File: src/rtl/lif_layer_scheduler.sv
// lif_layer_scheduler: time-multiplexes one LIF core across the neurons of a
// fully connected layer. Each timestep it pulls NUM_INPUTS spike bits from the
// encoder, issues one INTEG op per neuron for every active input, then one
// LEAK_FIRE op per neuron, and collects the output spikes.
// Optional build macro LIF_SPIKE_COUNT_EN adds per-neuron spike counters and
// reports the winning neuron on the done pulse.
module lif_layer_scheduler #(
  parameter int NUM_INPUTS  = 784,
  parameter int NUM_NEURONS = 10,
  parameter int NUM_STEPS   = 16,
  parameter int PIX_W       = 10,
  parameter int NRN_W       = 4,
  parameter int STEP_W      = 5,
  parameter int WADDR_W     = 13
) (
  input  logic               clk,
  input  logic               rst,
  input  logic               start,
  input  logic               in_spike_valid,
  input  logic               in_spike,
  output logic               in_spike_ready,
  output logic               core_req,
  output logic [1:0]         core_op,
  input  logic               core_ack,
  input  logic               core_fire,
  output logic [NRN_W-1:0]   nrn_idx,
  output logic [WADDR_W-1:0] w_addr,
  output logic [PIX_W-1:0]   pix_idx,
  output logic [STEP_W-1:0]  step_idx,
  output logic               spike_out_valid,
  output logic [NRN_W-1:0]   spike_out_nrn,
  output logic               busy,
  output logic               done,
  output logic [NRN_W-1:0]   winner,
  output logic               winner_valid
);

  typedef enum logic [2:0] {
    S_IDLE, S_CLEAR, S_FETCH, S_INTEG, S_LEAK, S_DONE
  } state_t;

  localparam logic [1:0]         OP_INTEG  = 2'b00;
  localparam logic [1:0]         OP_LEAK   = 2'b01;
  localparam logic [1:0]         OP_CLEAR  = 2'b10;
  localparam logic [NRN_W-1:0]   NRN_LAST  = NRN_W'(NUM_NEURONS - 1);
  localparam logic [PIX_W-1:0]   PIX_LAST  = PIX_W'(NUM_INPUTS - 1);
  localparam logic [STEP_W-1:0]  STEP_LAST = STEP_W'(NUM_STEPS - 1);
  localparam logic [WADDR_W-1:0] W_STRIDE  = WADDR_W'(NUM_NEURONS);

  state_t             state;
  logic [WADDR_W-1:0] w_base;
  logic               ack_ok;
  logic               nrn_last;
  logic               pix_last;
  logic [WADDR_W-1:0] base_next;

  // An ack only counts while a request is outstanding.
  assign ack_ok    = core_req & core_ack;
  assign nrn_last  = (nrn_idx == NRN_LAST);
  assign pix_last  = (pix_idx == PIX_LAST);
  // Running weight base: one row of NUM_NEURONS weights per pixel, wraps with pix.
  assign base_next = pix_last ? '0 : (w_base + W_STRIDE);

  assign in_spike_ready = (state == S_FETCH);

  // Scheduler FSM: sequencing, address counters and registered outputs.
  always_ff @(posedge clk or posedge rst) begin
    if (rst) begin
      state           <= S_IDLE;
      core_req        <= 1'b0;
      core_op         <= OP_INTEG;
      nrn_idx         <= '0;
      w_addr          <= '0;
      w_base          <= '0;
      pix_idx         <= '0;
      step_idx        <= '0;
      spike_out_valid <= 1'b0;
      spike_out_nrn   <= '0;
      busy            <= 1'b0;
      done            <= 1'b0;
    end else begin
      spike_out_valid <= 1'b0;
      done            <= 1'b0;
      case (state)
        S_IDLE: begin
          if (start) begin
            state    <= S_CLEAR;
            core_req <= 1'b1;
            core_op  <= OP_CLEAR;
            nrn_idx  <= '0;
            pix_idx  <= '0;
            step_idx <= '0;
            w_base   <= '0;
            w_addr   <= '0;
            busy     <= 1'b1;
          end
        end

        S_CLEAR: begin
          if (ack_ok) begin
            if (nrn_last) begin
              nrn_idx  <= '0;
              core_req <= 1'b0;
              state    <= S_FETCH;
            end else begin
              nrn_idx <= nrn_idx + 1'b1;
            end
          end
        end

        S_FETCH: begin
          if (in_spike_valid) begin
            if (in_spike) begin
              state    <= S_INTEG;
              core_req <= 1'b1;
              core_op  <= OP_INTEG;
              nrn_idx  <= '0;
            end else begin
              // Inactive pixel: no core work, just advance.
              w_base <= base_next;
              w_addr <= base_next;
              if (pix_last) begin
                pix_idx  <= '0;
                state    <= S_LEAK;
                core_req <= 1'b1;
                core_op  <= OP_LEAK;
              end else begin
                pix_idx <= pix_idx + 1'b1;
              end
            end
          end
        end

        S_INTEG: begin
          if (ack_ok) begin
            if (nrn_last) begin
              nrn_idx  <= '0;
              core_req <= 1'b0;
              w_base   <= base_next;
              w_addr   <= base_next;
              if (pix_last) begin
                pix_idx  <= '0;
                state    <= S_LEAK;
                core_req <= 1'b1;
                core_op  <= OP_LEAK;
              end else begin
                pix_idx <= pix_idx + 1'b1;
                state   <= S_FETCH;
              end
            end else begin
              nrn_idx <= nrn_idx + 1'b1;
              w_addr  <= w_addr + 1'b1;
            end
          end
        end

        S_LEAK: begin
          if (ack_ok) begin
            if (core_fire) begin
              spike_out_valid <= 1'b1;
              spike_out_nrn   <= nrn_idx;
            end
            if (nrn_last) begin
              nrn_idx  <= '0;
              core_req <= 1'b0;
              if (step_idx == STEP_LAST) begin
                step_idx <= '0;
                state    <= S_DONE;
                done     <= 1'b1;
                busy     <= 1'b0;
              end else begin
                step_idx <= step_idx + 1'b1;
                state    <= S_FETCH;
              end
            end else begin
              nrn_idx <= nrn_idx + 1'b1;
            end
          end
        end

        S_DONE: begin
          // start is deliberately not looked at here; a new image needs IDLE.
          state <= S_IDLE;
        end

        default: state <= S_IDLE;
      endcase
    end
  end

`ifdef LIF_SPIKE_COUNT_EN
  logic [7:0]       spk_cnt [NUM_NEURONS];
  logic [7:0]       best_cnt;
  logic [NRN_W-1:0] best_idx;

  function automatic logic [7:0] sat_inc(input logic [7:0] v);
    return (v == 8'hFF) ? v : (v + 8'd1);
  endfunction

  // Per-neuron spike tally: cleared during CLEAR, bumped on every fire.
  always_ff @(posedge clk or posedge rst) begin
    if (rst) begin
      for (int i = 0; i < NUM_NEURONS; i++) spk_cnt[i] <= '0;
    end else if (state == S_CLEAR) begin
      for (int i = 0; i < NUM_NEURONS; i++) spk_cnt[i] <= '0;
    end else if (state == S_LEAK && ack_ok && core_fire) begin
      for (int i = 0; i < NUM_NEURONS; i++)
        if (nrn_idx == NRN_W'(i)) spk_cnt[i] <= sat_inc(spk_cnt[i]);
    end
  end

  // Arg-max over the counters; strict compare keeps the lowest index on ties.
  always_comb begin
    best_cnt = spk_cnt[0];
    best_idx = '0;
    for (int i = 1; i < NUM_NEURONS; i++) begin
      if (spk_cnt[i] > best_cnt) begin
        best_cnt = spk_cnt[i];
        best_idx = NRN_W'(i);
      end
    end
  end

  assign winner       = (state == S_DONE) ? best_idx : '0;
  assign winner_valid = (state == S_DONE);
`else
  assign winner       = '0;
  assign winner_valid = 1'b0;
`endif

endmodule

File: config.mk
export PLATFORM = sky130hd
export DESIGN_NAME = lif_layer_scheduler
export DESIGN_NICKNAME = d
export VERILOG_FILES = /design/src/rtl/lif_layer_scheduler.sv
export SDC_FILE = /design/constraint.sdc
export NUM_CORES = 1
export LEC_CHECK = 0
export CAP_MARGIN = 20
export CORE_UTILIZATION = 50
export DETAILED_ROUTE_END_ITERATION = 10
export GPL_TIMING_DRIVEN = 0
export PLACE_DENSITY = 0.73
export SLEW_MARGIN = 20
export SYNTH_ARGS = -nofsm -noshare
export SYNTH_HDL_FRONTEND = slang
export SYNTH_SLANG_ARGS = --single-unit
export TNS_END_PERCENT = 20
File: constraint.sdc
create_clock -name clk -period 4.6 [get_ports clk]
set_input_delay 0.46 -clock clk [delete_from_list [all_inputs] [get_ports clk]]
set_output_delay 0.46 -clock clk [all_outputs]
set_load 0.05 [all_outputs]
==> summary.txt <==
Detail Route Antenna Nets = 0
Final Max Tran Viols = 0
Dpl hpwl = 5.763 mm
Post-CTS setup buffer count = 0
Final Wtd Congestion = 0.8446
Final setup fails = 0
Area grow syn2layout = 26.29%
Fin crit share = 56.36%
HP Class = in2async
RSZ-0062 raised after global routing = false
Cts bufs inserted = 9
Synth area leader = dfrtp_1
# hold bufs at CTS = 0
Worst Skew = 0.01081 ns
PwrDens = 634.5 nW/um2
Max stage delay on crit path = 0.81 ns
Row count = 29
H-tree depth = 3
Startpoint Class = flop
CTS Sinks = 58
Netlist cell types = 58
Synth Warn # = 0
CTS tree = done
Number of flops mapped to enable cells by yosys = 0
Setup_tns = 0 ns
Hold Vio Cnt, Final = 0
IO Pins = 55
Total track usage = 24.46%
Main synth FF type = dfrtp_1
Worst Setup Path Type = reg2out
Buf/Inv on CP = 2
Layout cells sized above 1 = 9.313%
Worst hold margin = 0.3888 ns
Grt ovf = 0
DR WL/cell = 15.32 um
Failing checks = DRC
Number of port buffers = 49
Pre-CTS setup slack = 1.925 ns
Core box area = 6422 um2
Ys async rst share = 100.0%
Fmax = 385.7 MHz
Vias/cell = 5.962
Critical Path AT = 2.13 ns
Synth top area cells = dfrtp_1 (43%), o21ai_0 (7.4%), nand2_1 (5.3%)
Cell Area, Synth = 3359 um2
CP endpoint kind = output pin
Largest net degree at the start of global routing = 46
Worst Path Required = 4.14 ns
CP top delay family = buffers and inverters
Number of global-route vias before repair = 2881
Avg Inst Size Synth = 8.818 um2
# diodes = 0
Worst Tran Pin Value = 0.9474 ns
Wirelength, routed = 8.089 mm
Starting density of the core = 52.31%
Initial antenna violation count = 0
Die Y = 83.97 um
Clk_lat worst skew = 0.34 ns
Final total power = 2.692 mW
Synth Register Bits = 58
Slowest-stage cell, CP = clkdlybuf4s50_1
Iteration-0 DRC Markers = 210
Mapped Cells = 381
Outcome = finished, violations left
# DRC = 4
Post-layout minimum cycle time = 2.593 ns
Worst setup margin = 2.007 ns
Die width = 83.97 um
Vias = 3148
Crit-path max FO = 9
Pre-antenna DRT Iters = 8
Cts repair resizes = 0
Filler cells = 542
Final net count = 459
Top cell type's share of synthesized area = 43.20%
Clk pin slew, worst setup/hold paths = 0.07 ns
Max-Cap Viols = 0
Worst VDD drop = 0.3610 mV
First-pass GRT wire length = 13.79 mm
Full die area = 7051 um2
Leakage = 1.777 nW
Clk root buf = clkbuf_8
Slew headroom = 35.95%
CTS max path bufs = 2
Sequential area share after synthesis = 43.20%
Most frequent cells after synthesis = dfrtp_1 (58), o21ai_0 (50), nand2_1 (47)
Most common cell in the netlist = dfrtp_1
Worst-path cell chain = nand2b_1, clkbuf_1, nor2_1, clkdlybuf4s50_1
==> per-layer routing <==
layer	track usage (%)	share of wire, %	wire length (um)	vias to the layer above
li1	-	-	-	1523
met1	33.35	45	3643	1512
met2	38.90	48	3894	104
met3	5.143	5.8	471	9
met4	7.994	0.98	79	0
met5	0	0	0	-
==> cells in the final DEF, fill, tap and decap left out, types with 3 or more instances in the layout <==
| cell | synthesis | routed |
|---|---|---|
| o21ai_0 | 50 | 50 |
| conb_1 | 1 | 5 |
| mux2i_1 | 3 | 3 |
| clkdlybuf4s50_1 | 0 | 49 |
| a21o_1 | 3 | 3 |
| o21ai_1 | 6 | 6 |
| bufinv_16 | 0 | 3 |
| a21oi_1 | 14 | 14 |
| nand2_1 | 47 | 47 |
| a31oi_1 | 7 | 7 |
| nor2_1 | 28 | 28 |
| nand3_1 | 19 | 19 |
| xnor2_1 | 4 | 4 |
| clkbuf_1 | 11 | 11 |
| xor2_1 | 4 | 4 |
| nand2b_1 | 8 | 8 |
| inv_1 | 9 | 8 |
| nand4_1 | 6 | 6 |
| buf_2 | 7 | 7 |
| o311ai_0 | 9 | 9 |
| clkbuf_8 | 0 | 11 |
| buf_4 | 6 | 6 |
| and2_1 | 7 | 7 |
| o31ai_1 | 5 | 5 |
| a22o_1 | 3 | 3 |
| and4_1 | 3 | 3 |
| dfrtp_1 | 58 | 58 |
| ha_1 | 6 | 6 |
| and3_1 | 5 | 5 |
| mux2_2 | 5 | 5 |
| nor3_1 | 9 | 9 |
==> sequential cells by signal (all words and copies together) (netlist names), 2 cells and up <==
name,cells
pix_idx,10
step_idx,5
core_op,2
nrn_idx,4
state,3
w_base,13
w_addr,13
spike_out_nrn,4
==> cells by family (layout without fill, tap and decap cells) <==
family,after synthesis,count (layout),synth area share (%)
xor gates and xnor gates,8,8,2.085
AOI/OAI and AO/OA,118,118,22.42
and+or+nand+nor,149,149,22.76
adders and majority gates,6,6,2.235
other,1,5,0.1116
DFF,58,58,43.20
muxes,8,8,2.570
buffers and inverters,33,99,4.618
==> worst paths after layout <==
kind	slack, ns	endpoint	from	depth (start not counted)
setup / recovery	2.01	in_spike_ready	state[2]$_DFFE_PP0P_	4
hold / removal	0.39	w_addr[2]$_DFFE_PP0P_	rst	2
setup reg to reg	2.19	pix_idx[6]$_DFFE_PP0P_	nrn_idx[1]$_DFFE_PP0P_	10
hold reg to reg	0.50	w_base[0]$_DFFE_PP0P_	w_base[0]$_DFFE_PP0P_	1
max in group asynchronous	3.73	w_addr[9]$_DFFE_PP0P_	rst	3
min in group clk	0.50	w_base[0]$_DFFE_PP0P_	w_base[0]$_DFFE_PP0P_	1
==> metrics by stage <==
step / area [um2] / utilization (%) / instances
global placement: 3961 / 61.68 / 511
detailed placement: 3991 / 62.15 / 512
CTS: 4243 / 66.06 / 528
global route: 4243 / 66.06 / 528
finish: 4243 / 66.06 / 528
floorplan: 3374 / - / 385
==> report_power, final <==
part | internal (mW) | total [mW] | switching (mW)
Clock | 0.388 | 0.594 | 0.207
Combinational | 0.452 | 1.31 | 0.856
Sequential | 0.634 | 0.790 | 0.156
==> area by class of cell <==
class | count | area [um2] | area share [%]
sequential | 58 | 1451 | 34.21
multi-input combinational | 294 | 1768 | 41.67
buffer | 24 | 121.4 | 2.861
inverter | 9 | 36.28 | 0.8552
clock inverter | 5 | 100.1 | 2.359
clock buffer | 11 | 151.4 | 3.568
tap | 77 | 96.34 | 2.271
timing repair buffer | 50 | 518.0 | 12.21
No activity file was read; power rests on OpenSTA's default activity.
